<file path="src/rtl/nfc_rng_arb.sv">
// nfc_rng_arb: round-robin owner of the shared NFC page-randomizer RNG.
// Grants one requester per page burst. For that burst it derives and loads
// the seed, then paces RNG reads against the owner's ready signal.
// Optional feature macro: NFC_RNG_TIMEOUT_EN enables an 8-bit stall timeout
// in RUN.
module nfc_rng_arb #(
    parameter int NREQ  = 2,
    parameter int LEN_W = 12
) (
    input  logic                   clk,
    input  logic                   rst,
    input  logic [NREQ-1:0]        req,
    input  logic [NREQ*16-1:0]     req_page,
    input  logic [NREQ*LEN_W-1:0]  req_len,
    input  logic [NREQ-1:0]        req_rdy,
    input  logic [31:0]            cfg_seed,
    input  logic [1:0]             cfg_mode,
    output logic [NREQ-1:0]        gnt,
    output logic                   dat_vld,
    output logic [15:0]            dat,
    output logic [NREQ-1:0]        done,
    output logic [NREQ-1:0]        abort,
    output logic                   rng_en,
    output logic                   rng_rd,
    output logic [31:0]            rng_seed,
    output logic [1:0]             rng_mode,
    input  logic [15:0]            rng_dat
);

    localparam int OW = (NREQ > 1) ? $clog2(NREQ) : 1;
    // One extra bit so that a length of 0 can hold 2^LEN_W words.
    localparam int CW = LEN_W + 1;

    typedef enum logic [2:0] {
        ST_IDLE,
        ST_LOAD,
        ST_ARM,
        ST_RUN,
        ST_GAP
    } state_t;

    state_t            state_q, state_d;
    logic [OW-1:0]     rr_q;
    logic [OW-1:0]     owner_q;
    logic [CW-1:0]     cnt_q;
    logic [31:0]       seed_q;
    logic [1:0]        mode_q;

    logic              pick_found;
    logic [OW-1:0]     pick_idx;
    logic [31:0]       pick_seed;
    logic [CW-1:0]     pick_cnt;
    logic              own_req;
    logic              own_rdy;

    logic [15:0]       page_arr [NREQ];
    logic [LEN_W-1:0]  len_arr  [NREQ];

    // Split the flat per-requester buses into indexable arrays.
    for (genvar gi = 0; gi < NREQ; gi++) begin : g_unpack
        assign page_arr[gi] = req_page[16*gi +: 16];
        assign len_arr[gi]  = req_len[LEN_W*gi +: LEN_W];
    end

    assign own_req = req[owner_q];
    assign own_rdy = req_rdy[owner_q];

    // Round-robin pick: first requester after the last winner, rising index order.
    always_comb begin
        int j;
        j          = 0;
        pick_found = 1'b0;
        pick_idx   = '0;
        for (int k = 1; k <= NREQ; k++) begin
            j = int'(rr_q) + k;
            if (j >= NREQ) begin
                j = j - NREQ;
            end
            if (!pick_found && req[j[OW-1:0]]) begin
                pick_found = 1'b1;
                pick_idx   = j[OW-1:0];
            end
        end
    end

    // Seed and word count for the requester being picked. A zero seed would lock the LFSR.
    always_comb begin
        pick_seed = cfg_seed ^ {page_arr[pick_idx], page_arr[pick_idx]};
        if (pick_seed == 32'h0) begin
            pick_seed = 32'h0000_0001;
        end
        if (len_arr[pick_idx] == '0) begin
            pick_cnt = {1'b1, {LEN_W{1'b0}}};
        end else begin
            pick_cnt = {1'b0, len_arr[pick_idx]};
        end
    end

`ifdef NFC_RNG_TIMEOUT_EN
    logic [7:0] stall_q, stall_d;

    // Stall counter: counts RUN cycles without a read; cleared outside RUN and on every read.
    always_comb begin
        stall_d = 8'd0;
        if (state_q == ST_RUN && !rng_rd) begin
            stall_d = stall_q + 8'd1;
        end
    end

    // Stall counter register.
    always_ff @(posedge clk) begin
        if (rst) begin
            stall_q <= 8'd0;
        end else begin
            stall_q <= stall_d;
        end
    end
`endif

    // Burst sequencer: next state and all per-cycle handshake outputs.
    always_comb begin
        state_d = state_q;
        gnt     = '0;
        rng_en  = 1'b0;
        rng_rd  = 1'b0;
        done    = '0;
        abort   = '0;
        case (state_q)
            ST_IDLE: begin
                if (pick_found) begin
                    state_d = ST_LOAD;
                end
            end
            ST_LOAD, ST_ARM: begin
                gnt[owner_q] = 1'b1;
                rng_en       = 1'b1;
                if (!own_req) begin
                    abort[owner_q] = 1'b1;
                    state_d        = ST_GAP;
                end else if (state_q == ST_LOAD) begin
                    state_d = ST_ARM;
                end else begin
                    state_d = ST_RUN;
                end
            end
            ST_RUN: begin
                gnt[owner_q] = 1'b1;
                rng_en       = 1'b1;
                if (!own_req) begin
                    abort[owner_q] = 1'b1;
                    state_d        = ST_GAP;
                end else if (own_rdy) begin
                    rng_rd = 1'b1;
                    if (cnt_q == CW'(1)) begin
                        done[owner_q] = 1'b1;
                        state_d       = ST_GAP;
                    end
`ifdef NFC_RNG_TIMEOUT_EN
                end else if (stall_q == 8'hFF) begin
                    abort[owner_q] = 1'b1;
                    state_d        = ST_GAP;
`endif
                end
            end
            ST_GAP: begin
                // rng_en low for this cycle so the next LOAD is a fresh rising edge.
                state_d = ST_IDLE;
            end
            default: begin
                state_d = ST_IDLE;
            end
        endcase
    end

    assign dat_vld  = rng_rd;
    assign dat      = rng_rd ? rng_dat : 16'h0;
    assign rng_seed = seed_q;
    assign rng_mode = mode_q;

    // State, arbitration pointer, and per-burst context latched at grant.
    always_ff @(posedge clk) begin
        if (rst) begin
            state_q <= ST_IDLE;
            rr_q    <= OW'(NREQ - 1);
            owner_q <= '0;
            cnt_q   <= '0;
            seed_q  <= 32'h0;
            mode_q  <= 2'b00;
        end else begin
            state_q <= state_d;
            if (state_q == ST_IDLE && pick_found) begin
                owner_q <= pick_idx;
                rr_q    <= pick_idx;
                seed_q  <= pick_seed;
                mode_q  <= cfg_mode;
                cnt_q   <= pick_cnt;
            end else if (rng_rd) begin
                cnt_q <= cnt_q - CW'(1);
            end
        end
    end

endmodule

</file>
<file path="config.mk">
export PLATFORM = sky130hd
export DESIGN_NAME = nfc_rng_arb
export DESIGN_NICKNAME = d
export VERILOG_FILES = /design/src/rtl/nfc_rng_arb.sv
export SDC_FILE = /design/constraint.sdc
export NUM_CORES = 1
export LEC_CHECK = 0
export ABC_AREA = 1
export CORE_MARGIN = 2
export CORE_UTILIZATION = 40
export CTS_CLUSTER_DIAMETER = 80
export DETAILED_ROUTE_END_ITERATION = 10
export PLACE_DENSITY_LB_ADDON = 0.15
export SLEW_MARGIN = 20
export SYNTH_ARGS = -nofsm -noshare
export SYNTH_HDL_FRONTEND = slang
export SYNTH_SLANG_ARGS = --single-unit
export TNS_END_PERCENT = 100
</file>
<file path="constraint.sdc">
create_clock -name clk -period 4.86 [get_ports clk]
set_clock_uncertainty 0.2 [all_clocks]
set_input_delay 1.458 -clock clk [delete_from_list [all_inputs] [get_ports clk]]
set_output_delay 1.458 -clock clk [all_outputs]
set_load 0.02 [all_outputs]
</file>
==> results of run 1 <==
-- stage by stage --
stage	instance area (um2)	setup slack [ps]	instances	utilization, %
after floorplan	3760	591	610	-
after CTS	5620	1.21	878	61.1
after detailed placement	5510	-173	870	59.9
after global placement	5510	-96.0	870	59.9
after global routing	5660	28.8	878	61.5
final	5660	120	878	61.5
-- state kept, by name, summed over array words and instances, names as in the netlist --
name	count
owner_q	1
cnt_q	13
rr_q	1
rng_seed	32
rng_mode	2
state_q	3
-- path summary, 6_finish.rpt --
kind / start / end / slack [ps] / depth (start not counted)
min reg2reg: rng_seed[18] / rng_seed[18] / 310 / 2
min: rng_seed[18] / rng_seed[18] / 310 / 2
max reg2reg: rr_q / cnt_q[12] / 2500 / 8
max: req[1] / abort[1] / 120 / 4
-- synthesized netlist by cell type --
cell type / count / share of area [%]
buf_6: 1 / 0.30
o22ai_1: 1 / 0.17
o211ai_1: 34 / 6.8
clkbuf_1: 9 / 0.90
nand2_2: 6 / 1.0
buf_2: 14 / 1.9
a211oi_2: 1 / 0.33
and3b_1: 1 / 0.23
inv_4: 1 / 0.17
mux2i_1: 3 / 0.80
nor3_1: 9 / 1.2
nor2_4: 1 / 0.30
o21ai_0: 21 / 2.8
nand3b_1: 31 / 6.2
a21oi_1: 12 / 1.6
o21ai_2: 1 / 0.23
nand4_1: 4 / 0.67
nand3_1: 56 / 7.5
dfxtp_1: 52 / 28
nand2_4: 8 / 2.4
o21bai_1: 1 / 0.20
buf_12: 1 / 0.53
nand2_1: 158 / 16
a31oi_1: 9 / 1.5
o21ai_1: 6 / 0.80
buf_1: 1 / 0.10
buf_4: 2 / 0.40
ha_1: 2 / 0.67
or2_0: 2 / 0.33
inv_2: 2 / 0.20
or2_2: 6 / 1.0
nor2_1: 54 / 5.4
clkinv_1: 1 / 0.10
inv_1: 98 / 9.8
and2_1: 1 / 0.17
-- routing by layer --
metal  wire length (um)  track usage [%]  up-vias
met2               6040             42.4      147
met5                  0                0        -
li1                   -                -     2273
met1               5020             26.9     1992
met3                808             5.13       21
met4                241             7.38        0
-- cell families after synthesis --
| group | count (synthesis) | share of synthesized area, % |
|---|---|---|
| DFF | 52 | 27.7 |
| and+or+nand+nor | 337 | 42.1 |
| adders and majority gates | 2 | 0.665 |
| muxes | 3 | 0.799 |
| AOI/OAI and AO/OA | 86 | 14.4 |
| buffers and inverters | 130 | 14.3 |
-- cell type report --
cell class | instances | area (um2) | area share [%]
Tap cell | 111 | 139 | 2.46
Clock buffer | 6 | 82.6 | 1.46
Sequential cell | 52 | 1040 | 18.4
Multi-Input combinational cell | 428 | 2190 | 38.7
Timing Repair Buffer | 177 | 1780 | 31.5
Inverter | 102 | 385 | 6.81
Clock inverter | 2 | 38.8 | 0.686
-- report_power, final --
part / internal [uW] / switching, uW / total (uW) / leakage, uW
clock: 169 / 150 / 319 / 0.0000614
sequential: 505 / 50.2 / 555 / 0.000432
combinational: 328 / 429 / 756 / 0.00247
-- worst register-to-register path: stages, from the launching register on --
cell and delay, ps:
dfxtp_1 380, nand2_4 210, nand2_4 520, inv_2 200, o21ai_0 300, nand4_1 150
nor2_1 160, a21oi_1 80, nor2_1 100
-- repair_timing --
item	in CTS	in global routing
endpoints found under the setup margin	6	14
setup buffers	0	0
gates resized for setup	6	14
==> results.ini, run 1 <==
[status]
outcome = complete, no violations

[clock_network]
numCtsBuffers = 5
clkLatencyLatePin_ps = 300
htree_levels = 2
clock_sinks = 52
cts_max_path_buffers = 2
cts_tree = done
clkTransAtPathRegs_ps = 100
clockRootBuffer = clkbuf_8
postCtsHoldBufs = 0

[timing]
final.period_utilization_pct = 97.5
finalCriticalPeriod_ps = 4740
rsz0062_at_grt = false
maxSlewViolCount = 0
fmax_mhz = 211
maxSlewHeadroom_pct = 62.6
tightest_slew_ps = 560
whs_ps = 306
hold_viol_final = 0
setup_viol = 0
setup_tns_ps = 0

[final_layout]
nNetsFinal = 880
layout_commonest_cell = nand2_1
antennaDiodeCount = 0
fillers = 876
syn_to_final_growth_pct = 50.4
layout-drive-gt1-share_pct = 5.48
layout_common_cells = nand2_1, clkdlybuf4s50_1, inv_1, nand3_1, nor2_1

[logic_synthesis]
ys_seq_area_share_pct = 27.7
ys_seq_elements = 52
synth_fp_nets = 724
avgSynthCellArea_um2 = 6.16
synth.distinct_cells = 35
netlist_area_mm2 = 0.00376
ys.warnings.count = 0
syn_inst = 610

[grt]
grt_pass1_wl_um = 19300
overflow = 0
antenna_found_initial = 0
grt_usage_pct = 23.3
grt_pass1_vias = 4241
grt_max_degree = 54

[die]
boundaryPins = 171
die_w_um = 101
die_area_mm2 = 0.0102
fp.dieH_um = 101
start_util_pct = 40.9
core_area_mm2 = 0.00920
rows = 35

[worst_setup_path]
crit_buf_inv = 3
crit_required_ps = 3200
arrival_ps = 3080
slowest_stage = clkdlybuf4s50_1
crit_path_end_kind = output pin
path_max_fanout = 30
crit_path_cell_trace = clkdlybuf4s50_1 -> buf_4 -> nor3_1 -> clkdlybuf4s50_1
cp_common_cell = clkdlybuf4s50_1
slowest_delay_ps = 660
crit_path_start_kind = primary input
crit_family = buffers and inverters
worstSetupPathType = in -> out

[place]
hpwlAfterDp_um = 9380
place_congestion = 0.799
io_buffers = 170

[pwr]
power.leakage_uw = 0.00296
power_density_mw_per_mm2 = 288
vdd_drop_max_mv = 0.163
report.power.total_uw = 1630

[min_path]
worstHoldPathType = reg -> reg

[route]
detail-route-antenna-nets = 0
drtIter0Drc = 174
drt_pre_antenna_iters = 5
drc = 0
routed_wl_um = 12100
wire_per_inst_um = 13.8
via_per_inst = 5.05
vias = 4433

[job]
cap_violations = 0

Note: power is estimated with default switching activity, not from simulation.
==> run 2: changes to the inputs <==
--- a/config.mk
+++ b/config.mk
@@ -6,6 +6,7 @@
 export NUM_CORES = 1
 export LEC_CHECK = 0
 export ABC_AREA = 1
+export ABC_CLOCK_PERIOD_IN_PS = 4860
 export CORE_MARGIN = 2
 export CORE_UTILIZATION = 40
 export CTS_CLUSTER_DIAMETER = 80
==> results of run 2 <==
No change in the layout: final DEF, timing and power equal those of run 1.
==> run 3: changes to the inputs <==
--- a/config.mk
+++ b/config.mk
@@ -11,8 +11,9 @@
 export CORE_UTILIZATION = 40
 export CTS_CLUSTER_DIAMETER = 80
 export DETAILED_ROUTE_END_ITERATION = 10
+export HOLD_SLACK_MARGIN = 0.15
 export PLACE_DENSITY_LB_ADDON = 0.15
-export SLEW_MARGIN = 20
+export SLEW_MARGIN = 25
 export SYNTH_ARGS = -nofsm -noshare
 export SYNTH_HDL_FRONTEND = slang
 export SYNTH_SLANG_ARGS = --single-unit
==> results of run 3 <==
No change in the layout: final DEF, timing and power equal those of run 1.
